==> src/rtl/spcpu_fetch_unit.sv <==
// spcpu_fetch_unit
//
// Decoupled instruction fetch front end. Halfwords are prefetched from
// memory into a small circular queue and assembled into 16-bit or 32-bit
// instructions at the queue head for the decode stage.
//
// Parameters
//   ADDR_WIDTH      byte-address width; fetch and head PCs wrap modulo 2^ADDR_WIDTH
//   QUEUE_DEPTH     prefetch queue depth in halfwords (power of two, >= 2)
//   MAX_OUTSTANDING granted requests allowed to await a response (>= 1)
//   RESET_PC        first fetch address after reset (bit 0 forced to 0)
//   LONG_MASK/MATCH halfword h starts a 32-bit instruction iff (h & LONG_MASK) == LONG_MATCH
//
// Ports
//   clk, reset          clock; synchronous active-high reset
//   mem_req/mem_addr    fetch request and its halfword-aligned byte address
//   mem_gnt             request accepted this cycle (only meaningful with mem_req)
//   mem_rvalid/rdata    in-order response halfword, >= 1 cycle after grant
//   redirect/_pc        flush everything and restart fetch at redirect_pc
//   instr_valid/ready   instruction handoff to decode
//   instr_out           {first halfword, second halfword or 16'h0}
//   instr_is_32         head instruction is 32-bit
//   instr_pc            byte address of the head instruction
//
// Handshakes: a transfer happens on a rising edge where both sides of a pair
// are high (mem_req & mem_gnt for requests, instr_valid & instr_ready for
// instructions). mem_req and instr_valid never depend combinationally on
// mem_gnt or instr_ready. mem_rvalid has no back-pressure: every response is
// taken in the cycle it is presented.

module spcpu_fetch_unit #(
  parameter int unsigned           ADDR_WIDTH      = 16,
  parameter int unsigned           QUEUE_DEPTH     = 4,
  parameter int unsigned           MAX_OUTSTANDING = 2,
  parameter logic [ADDR_WIDTH-1:0] RESET_PC        = '0,
  parameter logic [15:0]           LONG_MASK       = 16'hf000,
  parameter logic [15:0]           LONG_MATCH      = 16'hf000
) (
  input  logic                  clk,
  input  logic                  reset,
  output logic                  mem_req,
  output logic [ADDR_WIDTH-1:0] mem_addr,
  input  logic                  mem_gnt,
  input  logic                  mem_rvalid,
  input  logic [15:0]           mem_rdata,
  input  logic                  redirect,
  input  logic [ADDR_WIDTH-1:0] redirect_pc,
  output logic                  instr_valid,
  input  logic                  instr_ready,
  output logic [31:0]           instr_out,
  output logic                  instr_is_32,
  output logic [ADDR_WIDTH-1:0] instr_pc
);

  localparam int unsigned PTR_W = $clog2(QUEUE_DEPTH);
  // Wide enough for occupancy (0..QUEUE_DEPTH) and outstanding/stale counts.
  localparam int unsigned CNT_W = $clog2(QUEUE_DEPTH + MAX_OUTSTANDING + 1);

  localparam logic [ADDR_WIDTH-1:0] HW_MASK  = ~ADDR_WIDTH'(1);
  localparam logic [ADDR_WIDTH-1:0] START_PC = RESET_PC & HW_MASK;
  localparam logic [CNT_W:0]        QD_SUM   = (CNT_W + 1)'(QUEUE_DEPTH);
  localparam logic [CNT_W-1:0]      MO_CNT   = CNT_W'(MAX_OUTSTANDING);

  // Architectural state
  logic [15:0]           q_mem [QUEUE_DEPTH];
  logic [PTR_W-1:0]      rd_ptr;
  logic [PTR_W-1:0]      wr_ptr;
  logic [CNT_W-1:0]      occupancy;
  logic [CNT_W-1:0]      outstanding;
  logic [CNT_W-1:0]      stale;
  logic [ADDR_WIDTH-1:0] fetch_pc;
  logic [ADDR_WIDTH-1:0] head_pc;

  // Combinational decode of the current cycle
  logic [15:0]           head_hw;
  logic [15:0]           second_hw;
  logic                  show_head;
  logic                  head_long;
  logic                  have_second;
  logic [CNT_W:0]        credit_used;
  logic                  issue;
  logic                  resp_ok;
  logic                  push;
  logic                  drop;
  logic                  pop;
  logic [CNT_W-1:0]      pop_cnt;
  logic [PTR_W-1:0]      pop_step;
  logic [ADDR_WIDTH-1:0] pc_step;
  logic [ADDR_WIDTH-1:0] redirect_target;

  always_comb begin
    head_hw         = q_mem[rd_ptr];
    second_hw       = q_mem[rd_ptr + PTR_W'(1)];
    show_head       = !reset && (occupancy != '0);
    head_long       = show_head && ((head_hw & LONG_MASK) == LONG_MATCH);
    have_second     = occupancy >= CNT_W'(2);
    redirect_target = redirect_pc & HW_MASK;

    // Credits: a request is only issued if its response is guaranteed a
    // queue slot, so responses never need back-pressure.
    credit_used = {1'b0, occupancy} + {1'b0, outstanding};
    mem_req     = !reset && !redirect && (credit_used < QD_SUM)
                  && (outstanding < MO_CNT);
    mem_addr    = reset ? START_PC : fetch_pc;
    issue       = mem_req && mem_gnt;

    // A response with nothing outstanding is a protocol error and ignored.
    // Responses to requests issued before a redirect are counted in stale.
    resp_ok = mem_rvalid && (outstanding != '0);
    drop    = resp_ok && (stale != '0);
    push    = resp_ok && (stale == '0);

    // A long head needs its second halfword in the queue before handoff.
    instr_valid = !redirect && show_head && (!head_long || have_second);
    instr_is_32 = head_long;
    instr_pc    = reset ? START_PC : head_pc;
    instr_out   = '0;
    if (show_head) begin
      instr_out = {head_hw, (head_long && have_second) ? second_hw : 16'h0000};
    end

    pop      = instr_valid && instr_ready;
    pop_cnt  = '0;
    pop_step = PTR_W'(1);
    pc_step  = ADDR_WIDTH'(2);
    if (head_long) begin
      pop_step = PTR_W'(2);
      pc_step  = ADDR_WIDTH'(4);
    end
    if (pop) begin
      pop_cnt = head_long ? CNT_W'(2) : CNT_W'(1);
    end
  end

  always_ff @(posedge clk) begin
    if (reset) begin
      rd_ptr      <= '0;
      wr_ptr      <= '0;
      occupancy   <= '0;
      outstanding <= '0;
      stale       <= '0;
      fetch_pc    <= START_PC;
      head_pc     <= START_PC;
    end else if (redirect) begin
      // Everything still in flight (except a response landing right now,
      // which is discarded) must be thrown away when it returns.
      rd_ptr      <= '0;
      wr_ptr      <= '0;
      occupancy   <= '0;
      outstanding <= outstanding - CNT_W'(resp_ok);
      stale       <= outstanding - CNT_W'(resp_ok);
      fetch_pc    <= redirect_target;
      head_pc     <= redirect_target;
    end else begin
      if (issue) begin
        fetch_pc <= fetch_pc + ADDR_WIDTH'(2);
      end
      outstanding <= outstanding + CNT_W'(issue) - CNT_W'(resp_ok);
      if (drop) begin
        stale <= stale - CNT_W'(1);
      end
      if (push) begin
        q_mem[wr_ptr] <= mem_rdata;
        wr_ptr        <= wr_ptr + PTR_W'(1);
      end
      if (pop) begin
        rd_ptr  <= rd_ptr + pop_step;
        head_pc <= head_pc + pc_step;
      end
      occupancy <= occupancy + CNT_W'(push) - pop_cnt;
    end
  end

endmodule

==> config.mk <==
export PLATFORM = sky130hd
export DESIGN_NAME = spcpu_fetch_unit
export DESIGN_NICKNAME = d
export VERILOG_FILES = /design/src/rtl/spcpu_fetch_unit.sv
export SDC_FILE = /design/constraint.sdc
export NUM_CORES = 1
export LEC_CHECK = 0
export ABC_AREA = 1
export ABC_CLOCK_PERIOD_IN_PS = 2500
export BUFFER_PORTS_ARGS = -buffer_cell sky130_fd_sc_hd__buf_2
export CAP_MARGIN = 20
export CORE_MARGIN = 2
export CORE_UTILIZATION = 30
export CTS_BUF_LIST = sky130_fd_sc_hd__clkbuf_16
export DETAILED_ROUTE_END_ITERATION = 6
export PLACE_DENSITY = 0.52
export RECOVER_POWER = 50
export SETUP_SLACK_MARGIN = 0.05
export SLEW_MARGIN = 15
export SYNTH_ARGS = -nofsm -noshare
export SYNTH_HDL_FRONTEND = slang
export SYNTH_SLANG_ARGS = --single-unit
==> constraint.sdc <==
create_clock -name clk -period 2.5 [get_ports clk]
set_input_delay 0.5 -clock clk [delete_from_list [all_inputs] [get_ports clk]]
set_output_delay 0.5 -clock clk [all_outputs]
set_load 0.02 [all_outputs]
==> impl_metrics.py <==
metrics = {
    "cts": {
        "clk_latency_ps": 360,
        "clkTransAtPathRegs_ps": 80,
        "cts_max_path_buffers": 2,
        "cts_tree": "yes",
        "numCtsBuffers": 9,
        "root_buffer": "clkbuf_16",
        "clkSinkCount": 109,
        "hold_buffers": 0,
        "htree_levels": 3,
    },
    "sta": {
        "drv_slew": 0,
        "skew_ps": 16.3,
        "post-route-period-util": 1.06,
        "worstMarginPinSlew_ps": 578,
        "max_freq_ghz": 0.379,
        "grt_setup_unrepaired": "true",
        "final-setup-viol-count": 22,
        "relSlewSlack": 0.611,
        "whs_ps": 405,
        "setup_ws_ps": -140,
        "hold_viol": 0,
        "layout_min_cycle_time_ps": 2640,
    },
    "floorplan": {
        "pin_count": 105,
        "initial_core_util": 0.305,
        "std_cell_rows": 52,
        "fp.dieH_um": 147,
        "dieArea_um2": 21700,
        "die_x_um": 147,
        "core_um2": 20200,
    },
    "status": {
        "status": "finished, violations left",
        "violations": "setup timing",
    },
    "yosys": {
        "synth_warnings": 0,
        "synth_area_um2": 6170,
        "yosysUniqueCellTypes": 48,
        "synth_area_leaders": "edfxtp_1 31%, dfxtp_1 15%, nand2_1 10%, inv_1 5.5%, nor2_1 5.0%",
        "synth_top_area_frac": 0.312,
        "yosys_most_used_dff": "edfxtp_1",
        "synthArstFlopShare": 0,
        "synthCells": 746,
        "yosysSeqAreaShare": 0.458,
        "synth-edff-count": 64,
        "syn_area_per_cell_um2": 8.27,
        "synth_seq_cells": 109,
        "yosysTopAreaCell": "edfxtp_1",
    },
    "routing": {
        "drt_iter0_markers": 272,
        "wirelength_mm": 17.8,
        "viasPerCell": 4.72,
        "vias": 5583,
        "ant_nets": 0,
        "routedWlPerCell_um": 15.1,
        "drc": 0,
        "dr.pass1.iters": 5,
    },
    "setup_path": {
        "cp-start-kind": "flip-flop",
        "cp.required_ps": 2000,
        "worstPathArrival_ps": 2140,
        "end_kind": "primary output",
        "crit_type": "flip-flop to primary output",
        "crit_path_max_fanout": 8,
    },
    "power_and_ir_drop": {
        "total_power_uw": 4390,
        "power.density_nw_per_um2": 536,
        "p_leak_uw": 0.00341,
        "ir_worst_vdd_v": 0.000353,
    },
    "placed_design": {
        "hpwl_mm": 12.3,
        "post-place-ws_ps": -197,
        "placed_area_um2": 7340,
        "gp_congestion": 0.812,
        "io_buffers": 101,
    },
    "final_layout": {
        "final_cell_area_um2": 8190,
        "post-route-util": 0.405,
        "multi_input_area_um2": 3080,
        "final_common_cell": "nand2_1",
        "drive_gt1_frac": 0.274,
        "area_delta_synth_final_pct": 32.7,
        "layout_common_cells": "156 x nand2_1, 87 x inv_1, 77 x buf_4",
        "fin_nets": 969,
        "seqCellArea_um2": 2830,
        "fillers": 2076,
        "diodes": 0,
    },
    "worst_hold_path": {
        "worstHoldStart": "mem_rdata[9]",
        "hp-class": "input pin to flip-flop",
    },
    "global_route": {
        "grt_antenna_before_repair": 0,
        "grt_pass1_wl_mm": 27.6,
        "grt_util_all_layers": 0.162,
        "grt-ovfl-total": 0,
        "grt_max_degree": 28,
        "grt_pass1_vias": 5249,
    },
    "flow_run": {
        "maxCapViolCount": 0,
    },
}
synthesized netlist by cell type (all sizes together), types with 10 or more instances:
master and count:
o21ai 33, clkbuf 14, xor2 10, o22ai 28
ha 20, nand2 185, nand3 46, nor2 85
inv 95, edfxtp 64, dfxtp 45, a21oi 33
a311oi 12, buf 20, a211oi 13
cell families (layout without fill, tap and decap cells):
| family | count (synthesis) | after routing | synth area share |
|---|---|---|---|
| DFF | 109 | 109 | 0.458 |
| buffers and inverters | 131 | 296 | 0.0921 |
| other | 1 | 2 | 0.000608 |
| and+or+nand+nor | 334 | 335 | 0.241 |
| AOI/OAI and AO/OA | 137 | 137 | 0.142 |
| adders and majority gates | 23 | 23 | 0.0503 |
| xor gates and xnor gates | 11 | 11 | 0.0156 |
stage by stage:
step,TNS (ps),cells
after floorplan,-55.8,747
after global placement,-549,1143
after detailed placement,-747,1143
after CTS,-744,1167
after global routing,-5580,1183
final,-1760,1183
state kept, by name, indices dropped and copies added, names as in the netlist, named ones only:
| register | cells |
|---|---|
| fetch_pc | 15 |
| occupancy | 3 |
| outstanding | 3 |
| head_pc | 15 |
| q_mem | 64 |
| wr_ptr | 2 |
| stale | 3 |
| rd_ptr | 2 |
critical path: stages (launching register included):
cell and delay (ps):
dfxtp_4 370, buf_12 130, clkinv_8 70, nand2_2 70, nand3_2 80, nand2_2 100
nand2_4 70, nor2_8 130, nand2_8 90, clkinv_8 80, nand2_8 80, buf_6 130
a211oi_2 210, buf_4 180
final timing paths:
kind / to / slack [ps] / cells past startpoint
max: instr_out[11] / -140 / 13
min: q_mem[0][9]$_DFFE_PP_ / 400 / 1
max reg2reg: occupancy[2]$_SDFF_PP0_ / -90 / 18
min reg2reg: head_pc[13]$_SDFFE_PP0P_ / 490 / 2
where the power goes:
| part | switching [uW] | internal (uW) |
|---|---|---|
| Sequential | 68.5 | 1980 |
| Clock | 701 | 802 |
| Combinational | 502 | 334 |
routing by layer:
layer	wire, um	global-route usage	up-vias
li1	-	-	2821
met5	0	0	-
met2	8520	0.268	157
met1	8170	0.220	2591
met3	945	0.0269	14
met4	210	0.0457	0
repair_timing:
| action | CTS | global route |
|---|---|---|
| endpoints found under the setup margin | 28 | 34 |
| buffers inserted | 7 | 16 |
| gates resized for setup | 45 | 61 |
| gates cloned | 1 | 1 |
| pin swaps | 6 | 34 |
layout make-up:
class,instances,area share
clock buffer,9,0.0275
clock inverter,7,0.0104
inverter,97,0.0491
multi-input combinational,508,0.376
sequential,109,0.346
tap,270,0.0413
timing repair buffer,183,0.150
(Power assumes the default switching activity.)
